## src/rtl/demux_pkg.sv

```systemverilog
// Shared constants and types for the 1-to-4 12-bit stream demultiplexer.
package demux_pkg;

    localparam int unsigned NCH      = 4;
    localparam int unsigned DefWidth = 12;
    localparam int unsigned DefDepth = 2;

    typedef logic [1:0] sel_t;

    // Per-channel FIFO fill state; PARTIAL covers every occupancy strictly between 0 and DEPTH.
    typedef enum logic [1:0] {
        StEmpty   = 2'd0,
        StPartial = 2'd1,
        StFull    = 2'd2
    } chan_state_e;

endpackage

```

## src/rtl/demux_chan_fifo.sv

```systemverilog
// One output channel of the demux: a small circular FIFO with an EMPTY/PARTIAL/FULL tracker.
module demux_chan_fifo
    import demux_pkg::*;
#(
    parameter int unsigned WIDTH = DefWidth,
    parameter int unsigned DEPTH = DefDepth
) (
    input  logic                     clk,
    input  logic                     rst_n,
    input  logic                     push,
    input  logic [WIDTH-1:0]         wdata,
    input  logic                     pop,
    output logic [WIDTH-1:0]         rdata,
    output logic                     full,
    output logic                     empty,
    output logic [$clog2(DEPTH):0]   occ
);

    localparam int unsigned PtrW = $clog2(DEPTH);
    localparam int unsigned OccW = PtrW + 1;

    chan_state_e      state_q, state_d;
    logic [WIDTH-1:0] mem_q [DEPTH];
    logic [WIDTH-1:0] mem_d [DEPTH];
    logic [PtrW-1:0]  wr_ptr_q, wr_ptr_d;
    logic [PtrW-1:0]  rd_ptr_q, rd_ptr_d;
    logic [OccW-1:0]  occ_q, occ_d;
    logic             do_push, do_pop;

    // Guard against overflow/underflow even if the caller misbehaves.
    assign do_push = push & ~full;
    assign do_pop  = pop & ~empty;

    // Storage, pointers and occupancy next-state; pointers wrap naturally (DEPTH is a power of 2).
    always_comb begin
        mem_d    = mem_q;
        wr_ptr_d = wr_ptr_q;
        rd_ptr_d = rd_ptr_q;
        occ_d    = occ_q;
        if (do_push) begin
            mem_d[wr_ptr_q] = wdata;
            wr_ptr_d        = wr_ptr_q + PtrW'(1);
        end
        if (do_pop) begin
            rd_ptr_d = rd_ptr_q + PtrW'(1);
        end
        case ({do_push, do_pop})
            2'b10:   occ_d = occ_q + OccW'(1);
            2'b01:   occ_d = occ_q - OccW'(1);
            default: occ_d = occ_q;
        endcase
    end

    // Datapath registers.
    always_ff @(posedge clk or negedge rst_n) begin
        if (!rst_n) begin
            mem_q    <= '{default: '0};
            wr_ptr_q <= '0;
            rd_ptr_q <= '0;
            occ_q    <= '0;
        end else begin
            mem_q    <= mem_d;
            wr_ptr_q <= wr_ptr_d;
            rd_ptr_q <= rd_ptr_d;
            occ_q    <= occ_d;
        end
    end

    // Fill-state register.
    always_ff @(posedge clk or negedge rst_n) begin
        if (!rst_n) begin
            state_q <= StEmpty;
        end else begin
            state_q <= state_d;
        end
    end

    // Fill-state transitions; push and pop together leave the state unchanged.
    always_comb begin
        state_d = state_q;
        case (state_q)
            StEmpty: begin
                if (do_push) state_d = StPartial;
            end
            StPartial: begin
                if (do_push && !do_pop && occ_q == OccW'(DEPTH - 1)) begin
                    state_d = StFull;
                end else if (do_pop && !do_push && occ_q == OccW'(1)) begin
                    state_d = StEmpty;
                end
            end
            StFull: begin
                if (do_pop) state_d = StPartial;
            end
            default: state_d = StEmpty;
        endcase
    end

    // Status and head-of-queue outputs.
    always_comb begin
        full  = (state_q == StFull);
        empty = (state_q == StEmpty);
        occ   = occ_q;
        rdata = mem_q[rd_ptr_q];
    end

endmodule

```

## src/rtl/demux4_12.sv

```systemverilog
// 1-to-4 stream demultiplexer: steers each accepted word by s into a per-channel FIFO.
module demux4_12
    import demux_pkg::*;
#(
    parameter int unsigned WIDTH = DefWidth,
    parameter int unsigned DEPTH = DefDepth
) (
    input  logic                   clk,
    input  logic                   rst_n,
    input  logic [WIDTH-1:0]       d,
    input  sel_t                   s,
    input  logic                   d_valid,
    output logic                   d_ready,
    output logic [WIDTH-1:0]       y0,
    output logic [WIDTH-1:0]       y1,
    output logic [WIDTH-1:0]       y2,
    output logic [WIDTH-1:0]       y3,
    output logic [NCH-1:0]         y_valid,
    input  logic [NCH-1:0]         y_ready,
    output logic [$clog2(DEPTH):0] occ0,
    output logic [$clog2(DEPTH):0] occ1,
    output logic [$clog2(DEPTH):0] occ2,
    output logic [$clog2(DEPTH):0] occ3
);

    localparam int unsigned OccW = $clog2(DEPTH) + 1;

    logic [NCH-1:0]   push_oh;
    logic [NCH-1:0]   full;
    logic [NCH-1:0]   empty;
    logic [WIDTH-1:0] rdata [NCH];
    logic [OccW-1:0]  occ   [NCH];

    // Ready depends on the selected channel's fullness only, never on y_ready.
    always_comb begin
        d_ready = ~full[s];
    end

    // One-hot push decode of the select.
    always_comb begin
        push_oh = '0;
        if (d_valid && d_ready) begin
            unique case (s)
                2'd0: push_oh = 4'b0001;
                2'd1: push_oh = 4'b0010;
                2'd2: push_oh = 4'b0100;
                2'd3: push_oh = 4'b1000;
                default: push_oh = '0;
            endcase
        end
    end

    for (genvar k = 0; k < NCH; k++) begin : g_chan
        demux_chan_fifo #(
            .WIDTH (WIDTH),
            .DEPTH (DEPTH)
        ) u_chan (
            .clk   (clk),
            .rst_n (rst_n),
            .push  (push_oh[k]),
            .wdata (d),
            .pop   (y_ready[k]),
            .rdata (rdata[k]),
            .full  (full[k]),
            .empty (empty[k]),
            .occ   (occ[k])
        );
    end

    // Channel outputs; data is forced to zero while a channel holds nothing.
    always_comb begin
        y_valid = ~empty;
        y0      = empty[0] ? '0 : rdata[0];
        y1      = empty[1] ? '0 : rdata[1];
        y2      = empty[2] ? '0 : rdata[2];
        y3      = empty[3] ? '0 : rdata[3];
        occ0    = occ[0];
        occ1    = occ[1];
        occ2    = occ[2];
        occ3    = occ[3];
    end

endmodule

```

## config.mk

```make
export PLATFORM = sky130hd
export DESIGN_NAME = demux4_12
export DESIGN_NICKNAME = d
export VERILOG_FILES = /design/src/rtl/demux_pkg.sv /design/src/rtl/demux_chan_fifo.sv /design/src/rtl/demux4_12.sv
export SDC_FILE = /design/constraint.sdc
export NUM_CORES = 1
export LEC_CHECK = 0
export ABC_AREA = 1
export BUFFER_PORTS_ARGS = -buffer_cell sky130_fd_sc_hd__buf_2
export CAP_MARGIN = 10
export CORE_MARGIN = 2
export CORE_UTILIZATION = 40
export DETAILED_ROUTE_END_ITERATION = 8
export GPL_TIMING_DRIVEN = 0
export SYNTH_ARGS = -nofsm -noshare
export SYNTH_HDL_FRONTEND = slang
export SYNTH_SLANG_ARGS = --single-unit
```

## constraint.sdc

```tcl
create_clock -name clk -period 4.7 [get_ports clk]
set_input_delay 0.705 -clock clk [delete_from_list [all_inputs] [get_ports clk]]
set_output_delay 0.705 -clock clk [all_outputs]
set_load 0.01 [all_outputs]
```

==> out/summary.txt <==
Final Cycle Share: 0.549
CP endpoint kind: output port
Die width: 125 microns
R2r endpoint: g_chan[2].u_chan.state_q[0]
Setup Viol. Count Final: 0
Io pins: 82
Worst setup path startpoint: g_chan[1].u_chan.state_q[1]
Max VDD drop: 390 uV
Req. time, crit path: 3.99 ns
Total global routing overflow: 0
Leakage: 3.84 nW
Share of cells above drive strength 1: 0.162
Largest cells by area after synthesis: dfrtp_1 51%, nand2_1 27%, a21oi_1 4.3%, ha_1 2.6%, inv_1 2.5%
Worst EP arrival: 1.88 ns
Total setup buffers inserted after CTS: 0
Setup slack, reg-to-reg: 2.84 ns
Number of max-cap violations: 0
Initial core utilization: 0.405
CP max stage delay: 0.42 ns
Reg clk slew, reported paths: 0.05 ns
Hold Crit Class: input port to async pin
Primary FF master, synth: dfrtp_1
CTS root buf: clkbuf_16
Global placer's final weighted congestion: 0.766
Final ANT Viol Nets: 0
Post-DP HPWL: 9750 microns
Clk sink count: 120
Drt pass-1 iters: 5
Asr flop ratio synth: 1.00
Post-layout minimum cycle time: 2.58 ns
Post-synth top area share: 0.513
Critical path fanouts, max: 10
Hold buffers post-CTS: 0
Routed via count: 4775
Layout Utilization: 0.484
Reg area: 3000 sq um
Slew @ Worst Pin: 0.511 ns
Number of synthesized flops with an enable pin: 0
Cell taking the most area after synthesis: dfrtp_1
Vias per inst: 4.59
CP max stage cell: clkbuf_1
DR WL/cell: 12.8 microns
Worst path bufs/invs: 2
Critical R2R Launch: g_chan[0].u_chan.state_q[1]
Status: finished, final reports clean
Resized cells post-CTS: 0
Final WL: 13300 microns
Seq cells post-synth: 120
CP Cell Sequence: nor2_1 -> clkbuf_1 -> a21oi_1 -> buf_2
Core Area: 14400 sq um
CTS tree: yes
RSZ-0062 raised after global routing: false
Multi-input logic area: 2430 sq um
Post-Syn Instances: 761
Max clock buf depth: 2
Hold slack: 0.190 ns
Rows: 44
Final hold vios: 0
Diode count: 0
Critical path destination: y1[10]
Distinct cells, synth: 23
# DRC: 0
H-tree levels: 4
Mapped Area: 5850 sq um
Area grow syn2layout: 19.3%
Worst path depth: 4
Syn nets: 794
GRT Total Usage: 0.185
Slew HR: 0.660
Cell with the most instances after synthesis: nand2_1
Layout filler cell count: 1480
R2R cell count: 11
First-pass GRT wire length: 23300 microns
Die ar.: 15600 sq um
Pwr Total: 4.32 mW
CP delay by family, top: buffers and inverters
Syn avg cell area: 7.68 sq um
Die height: 125 microns
Startpoint Class: flop
Number of global-route vias before repair: 4751
Pins Over Slew Limit: 0
Synth Warn #: 0
Inserted Clock Buffers: 17
Initial antenna violation count: 0
Seq/Total Area, Yosys: 0.513
Crit Path Class: flop to output port
Worst skew pair latency: 0.41 ns
Largest net degree at the start of global routing: 83
Pwr/cell area: 619 nW/um^2
Achievable Freq: 0.388 GHz
Nets: 882
Max Clock Skew: 0.00696 ns
Drt first-iter violations: 291
# port buffers: 68
Fin Setup TNS: 0 ns
Synth cell count leaders: 427 x nand2_1, 120 x dfrtp_1, 50 x a21oi_1
==> cells in the final DEF (no fill, tap or decap), types with 8 or more instances in the layout <==
cell type,n
a21oi_1,50
o21ai_0,8
buf_2,76
xor2_1,8
nand2_1,427
dfrtp_1,120
clkbuf_1,14
clkbuf_16,17
clkbuf_4,10
inv_1,39
nor2_1,24
ha_1,12
==> logic make-up after synthesis <==
family / after synthesis / synth area share
compound gates: 60 / 0.0526
fa+ha+maj: 12 / 0.0257
xor+xnor: 12 / 0.0180
flops: 120 / 0.513
simple gates: 474 / 0.320
buf+inv: 83 / 0.0706
==> final cells by class <==
| type | count | area share |
|---|---|---|
| Timing Repair Buffer | 69 | 0.0536 |
| Tap cell | 184 | 0.0330 |
| Multi-Input combinational cell | 558 | 0.349 |
| Sequential cell | 120 | 0.430 |
| Clock inverter | 5 | 0.00717 |
| Clock buffer | 22 | 0.0680 |
| Inverter | 42 | 0.0226 |
| Buffer | 41 | 0.0366 |
==> power breakdown <==
group	switching (mW)	total [mW]	leakage (nW)	internal, mW
logic	0.891	1.45	2.08	0.562
clock network	0.424	1.17	0.263	0.748
registers	0.251	1.69	1.50	1.44
==> stage by stage <==
stage / setup WS [ns] / cell area [sq um] / cells
floorplan: 2.63 / 5850 / 761
global placement: 1.30 / 6420 / 1013
detailed placement: 2.33 / 6450 / 1014
CTS: 2.08 / 6980 / 1041
global route: 1.95 / 6980 / 1041
finish: 2.12 / 6980 / 1041
==> layer usage <==
layer | vias to the layer above | routed length [microns] | GRT usage
li1 | 2497 | - | -
met1 | 2163 | 6530 | 0.256
met2 | 100 | 6010 | 0.293
met3 | 15 | 668 | 0.0541
met4 | 0 | 123 | 0.0412
met5 | - | 0 | 0
==> worst min path at each step <==
stage	startpoint	end	cells past startpoint
floorplan	rst_n	g_chan[0].u_chan.mem_q[0]	0
global placement	g_chan[1].u_chan.mem_q[15]	g_chan[1].u_chan.mem_q[15]	2
detailed placement	g_chan[1].u_chan.mem_q[11]	g_chan[1].u_chan.mem_q[11]	2
CTS	rst_n	g_chan[0].u_chan.occ[1]	1
global route	rst_n	g_chan[0].u_chan.occ[1]	1
finish	rst_n	g_chan[0].u_chan.occ[1]	1
==> flip-flops by register name, summed over array words and instances, names as in the netlist <==
signal / count
g_chan.u_chan.mem_q: 96
g_chan.u_chan.occ: 8
g_chan.u_chan.rd_ptr_q: 4
g_chan.u_chan.state_q: 8
g_chan.u_chan.wr_ptr_q: 4
==> worst register-to-register path, stage by stage (launching register included) <==
cell and delay (ns):
dfrtp_1 0.39, inv_1 0.07, nor2_1 0.08, nand2_1 0.08, nand2_2 0.07, nor2_4 0.23
nand3_4 0.15, inv_1 0.08, ha_1 0.15, o21ai_0 0.09, a221oi_1 0.26, nor2_1 0.08
(Power assumes the default switching activity.)
